<file path="src/rtl/fetch_unit.sv">
// fetch_unit: program counter and req/ack instruction fetch for the single-cycle MIPS core.
// Loads the next-PC mux output on commit and flags misaligned PCs and fetch timeouts.
module fetch_unit #(
   parameter logic [31:0] RESET_PC = 32'h0000_0000,
   parameter int unsigned TIMEOUT  = 255
) (
   input  logic        clock_i,
   input  logic        reset_i,
   input  logic [31:0] npc_i,
   input  logic        commit_i,
   output logic        imem_req_o,
   output logic [31:0] imem_addr_o,
   input  logic        imem_ack_i,
   input  logic [31:0] imem_rdata_i,
   output logic [31:0] pc_o,
   output logic [31:0] pc4_o,
   output logic [31:0] inst_o,
   output logic        inst_valid_o,
   output logic        misalign_o,
   output logic        bus_err_o
);
   typedef enum logic [1:0] {IDLE, FETCH, READY, HALT} state_e;
   localparam logic [15:0] CNT_LAST = 16'(TIMEOUT - 1);
   state_e      state_q, state_d;
   logic [31:0] pc_q, pc_d, inst_q, inst_d;
   logic [15:0] cnt_q, cnt_d;
   logic        req_q, req_d, valid_q, valid_d, mis_q, mis_d, berr_q, berr_d;
   always_comb begin
      state_d = state_q;
      pc_d    = pc_q;
      inst_d  = inst_q;
      cnt_d   = cnt_q;
      req_d   = req_q;
      valid_d = valid_q;
      mis_d   = mis_q;
      berr_d  = berr_q;
      case (state_q)
         IDLE: begin
            state_d = (pc_q[1:0] != 2'b00) ? HALT : FETCH;
            mis_d   = (pc_q[1:0] != 2'b00);
            req_d   = (pc_q[1:0] == 2'b00);
            cnt_d   = '0;
         end
         FETCH: begin
            // an ack on the final timeout cycle still wins
            if (imem_ack_i) begin
               inst_d  = imem_rdata_i;
               valid_d = 1'b1;
               req_d   = 1'b0;
               cnt_d   = '0;
               state_d = READY;
            end else if (cnt_q == CNT_LAST) begin
               berr_d  = 1'b1;
               req_d   = 1'b0;
               state_d = HALT;
            end else begin
               cnt_d = cnt_q + 16'd1;
            end
         end
         READY: begin
            if (commit_i) begin
               pc_d    = npc_i;
               valid_d = 1'b0;
               mis_d   = (npc_i[1:0] != 2'b00);
               req_d   = (npc_i[1:0] == 2'b00);
               cnt_d   = '0;
               state_d = (npc_i[1:0] != 2'b00) ? HALT : FETCH;
            end
         end
         default: begin
            req_d   = 1'b0;
            valid_d = 1'b0;
         end
      endcase
   end
   always_ff @(posedge clock_i) begin
      if (reset_i) begin
         state_q <= IDLE;
         pc_q    <= RESET_PC;
         inst_q  <= '0;
         cnt_q   <= '0;
         req_q   <= 1'b0;
         valid_q <= 1'b0;
         mis_q   <= 1'b0;
         berr_q  <= 1'b0;
      end else begin
         state_q <= state_d;
         pc_q    <= pc_d;
         inst_q  <= inst_d;
         cnt_q   <= cnt_d;
         req_q   <= req_d;
         valid_q <= valid_d;
         mis_q   <= mis_d;
         berr_q  <= berr_d;
      end
   end
   assign imem_req_o   = req_q;
   assign imem_addr_o  = pc_q;
   assign pc_o         = pc_q;
   assign pc4_o        = pc_q + 32'd4;
   assign inst_o       = inst_q;
   assign inst_valid_o = valid_q;
   assign misalign_o   = mis_q;
   assign bus_err_o    = berr_q;
endmodule

</file>
<file path="config.mk">
export PLATFORM = sky130hd
export DESIGN_NAME = fetch_unit
export DESIGN_NICKNAME = d
export VERILOG_FILES = /design/src/rtl/fetch_unit.sv
export SDC_FILE = /design/constraint.sdc
export NUM_CORES = 1
export LEC_CHECK = 0
export BUFFER_PORTS_ARGS = -buffer_cell sky130_fd_sc_hd__buf_2
export CAP_MARGIN = 25
export CORE_UTILIZATION = 30
export DETAILED_ROUTE_END_ITERATION = 10
export GPL_TIMING_DRIVEN = 0
export SYNTH_ARGS = -nofsm -noshare
export SYNTH_HDL_FRONTEND = slang
export SYNTH_SLANG_ARGS = --single-unit
</file>
<file path="constraint.sdc">
create_clock -name clock_i -period 2.4 [get_ports clock_i]
set_clock_uncertainty 0.2 [all_clocks]
set_input_delay 0.48 -clock clock_i [delete_from_list [all_inputs] [get_ports clock_i]]
set_output_delay 0.48 -clock clock_i [all_outputs]
set_load 0.005 [all_outputs]
</file>
==> results.yml <==
clock_network:
  insertion_delay_ns: 0.34
  cts_buffers: 9
  cts.clk_slew.worst_paths_ns: 0.06
  root_buffer: "clkbuf_16"
  clkSinkCount: 86
  cts_max_level: 3
  ctsHoldBuffers: 0
  clockBufferDepth: 2
  cts_tree: "built"
route:
  dr.pass1.iters: 4
  vias: 4603
  vias_per_cell: 4.73
  wl_per_cell_um: 14.0
  ant_nets: 0
  drt_iter0_drc: 233
  routed_wl_mm: 13.7
  drc: 0
min_path:
  hold_class: "in2reg"
  hold_depth: 3
logic_synthesis:
  ys_top_cells_by_count: "nand2_1, dfxtp_1, a21oi_1, buf_4, clkbuf_1"
  synthTopCellsByArea: "dfxtp_1, nand2_1, a21oi_1"
  ys_types: 48
  ys_seq_area_share_pct: 39.7
  synthArstFlopShare_pct: 0
  syn_inst: 560
  synth_top_area_share_pct: 39.7
  synth-main-ff-cell: "dfxtp_1"
  synth_most_common_cell: "nand2_1"
  synth_warnings: 0
  syn_area_um2: 4340
  ys_ff_latch: 86
  synth_top_cell_by_area: "dfxtp_1"
  synth-edff-count: 0
  synth_area_per_cell_um2: 7.74
  syn_nets: 635
floorplanning:
  row_count: 43
  dieArea_um2: 14900
  core-area_um2: 14000
  io_pins: 200
  die_w_um: 122
  start_util_pct: 31.0
  fp.dieH_um: 122
worst_setup_path:
  cp_data_required_time_ns: 1.72
  arrival_ns: 1.89
  crit_family: "simple AND/OR/NAND/NOR gates"
  r2r_cells: 8
  cp_slowest_cell: "nor4bb_4"
  crit_chain: "nand4_1, nor4bb_4, buf_4, nand4_1, xnor2_1, buf_2"
  cp_num_cells: 6
  cpMostUsedCell: "nand4_1"
  end_kind: "output port"
  cp-start-kind: "register"
  critPathMaxFanout: 5
  max_stage_delay_ns: 0.38
  path_buf_inv: 2
  critPathKind: "reg2out"
timing:
  max_slew_margin_pct: 63.0
  drv_slew: 0
  finalSetupTns_ns: -1.58
  setup_slack_ns: -0.169
  hold_viol: 0
  period_needed_ns: 2.57
  setup_violations: 15
  fin_crit_sh_pct: 107
  tightest_slew_ns: 0.555
  rsz0062_at_grt: "true"
  timing.fmax_mhz: 389
global_routing:
  gr-usage-all-layers_pct: 18.1
  grt_max_degree: 14
  grt-ovfl-total: 0
  antenna_found_initial: 1
  grt_pass1_wl_mm: 20.9
  grt_pass1_vias: 4015
power_and_ir_drop:
  leakage_nw: 2.81
  ir_worst_vdd_mv: 0.393
  p_per_area_nw_per_um2: 723
finish:
  multiInputGateArea_um2: 2310
  area_growth_pct: 43.7
  drive_above_1_share_pct: 40.1
  seq_area_um2: 1780
  fillers: 1438
  num-nets-final: 863
outcome:
  violations: "negative setup slack"
  status: "finished, violations left"
place:
  io_buffers: 199
  gp_congestion: 0.810
  hpwl_mm: 10.0
  pre_cts_slack_ns: -0.110
run:
  maxCapViolations: 0
## placed cells by master (no fill, tap or decap), types with 10 or more instances in the layout
cell type and count:
buf_2 201, xnor2_1 22, clkbuf_16 10, buf_4 51
nand4_1 10, nand2_1 154, a21oi_1 75, or4_1 11
clkbuf_1 23, dfxtp_1 69, nand3_1 16, dfxtp_4 13
## sequential cells by signal, indices dropped and copies added (netlist names)
register and count:
misalign_o 1, imem_addr_o 32, state_q 2, bus_err_o 1, imem_req_o 1, cnt_q 16
inst_o 32, inst_valid_o 1
## stage by stage
stage,total power [mW],instance area [µm²],util [%],cells,hold slack (ns)
2_1_floorplan,2.47,4340,-,560,0.253
3_3_place_gp,2.94,5560,39.7,939,0.238
3_5_place_dp,2.94,5560,39.7,939,0.243
4_1_cts,4.55,6110,43.6,966,0.148
5_1_grt,4.81,6230,44.5,973,0.156
6_report,4.50,6230,44.5,974,0.161
## layer usage
metal  up-vias  GRT usage [%]  part of all wire (%)
met1      2061           22.7                    46
met4         0           8.23                   2.0
met5         -              0                     0
met2       171           29.1                    45
met3        17           4.28                   7.0
li1       2354              -                     -
## worst reg2reg max path: cells and delay by family, from the launching register on
family | cells | cell delay (ns)
simple gates | 3 | 0.74
compound gates | 1 | 0.16
buf+inv | 3 | 0.50
fa+ha+maj | 1 | 0.21
flops | 1 | 0.38
## power by group
| part | internal (mW) | leakage [nW] | switching (mW) |
|---|---|---|---|
| Sequential | 1.58 | 0.709 | 0.132 |
| Combinational | 0.534 | 1.93 | 0.701 |
| Clock | 0.996 | 0.166 | 0.563 |
## cell type report
cell class	count	share of cell area, %
timing repair buffer	217	18.2
buffer	65	6.69
clock inverter	3	1.04
clock buffer	13	4.34
tap	180	3.61
sequential	86	28.5
inverter	9	0.542
multi-input combinational	400	37.1
antenna	1	0.0402
## worst paths after layout
kind / startpoint / to / slack, ns
setup / recovery: imem_addr_o[13] / pc4_o[31] / -0.17
hold / removal: npc_i[2] / imem_addr_o[2] / 0.16
setup reg to reg: state_q[0] / cnt_q[6] / 0.15
hold reg to reg: inst_o[23] / inst_o[23] / 0.25
## logic make-up after synthesis
kind of cell	Yosys count	synth area share [%]
buffers and inverters	74	9.75
xor gates and xnor gates	28	5.65
muxes	1	0.231
adders and majority gates	7	2.02
and+or+nand+nor	252	27.4
AOI/OAI and AO/OA	112	15.2
DFF	86	39.7
## repair_timing
action | in CTS | in global routing
pin swaps | 3 | 13
setup buffers | 10 | 7
resized for setup | 47 | 18
endpoints found under the setup margin | 23 | 32
cloned | 1 | 0
No activity file was read; power rests on OpenSTA's default activity.
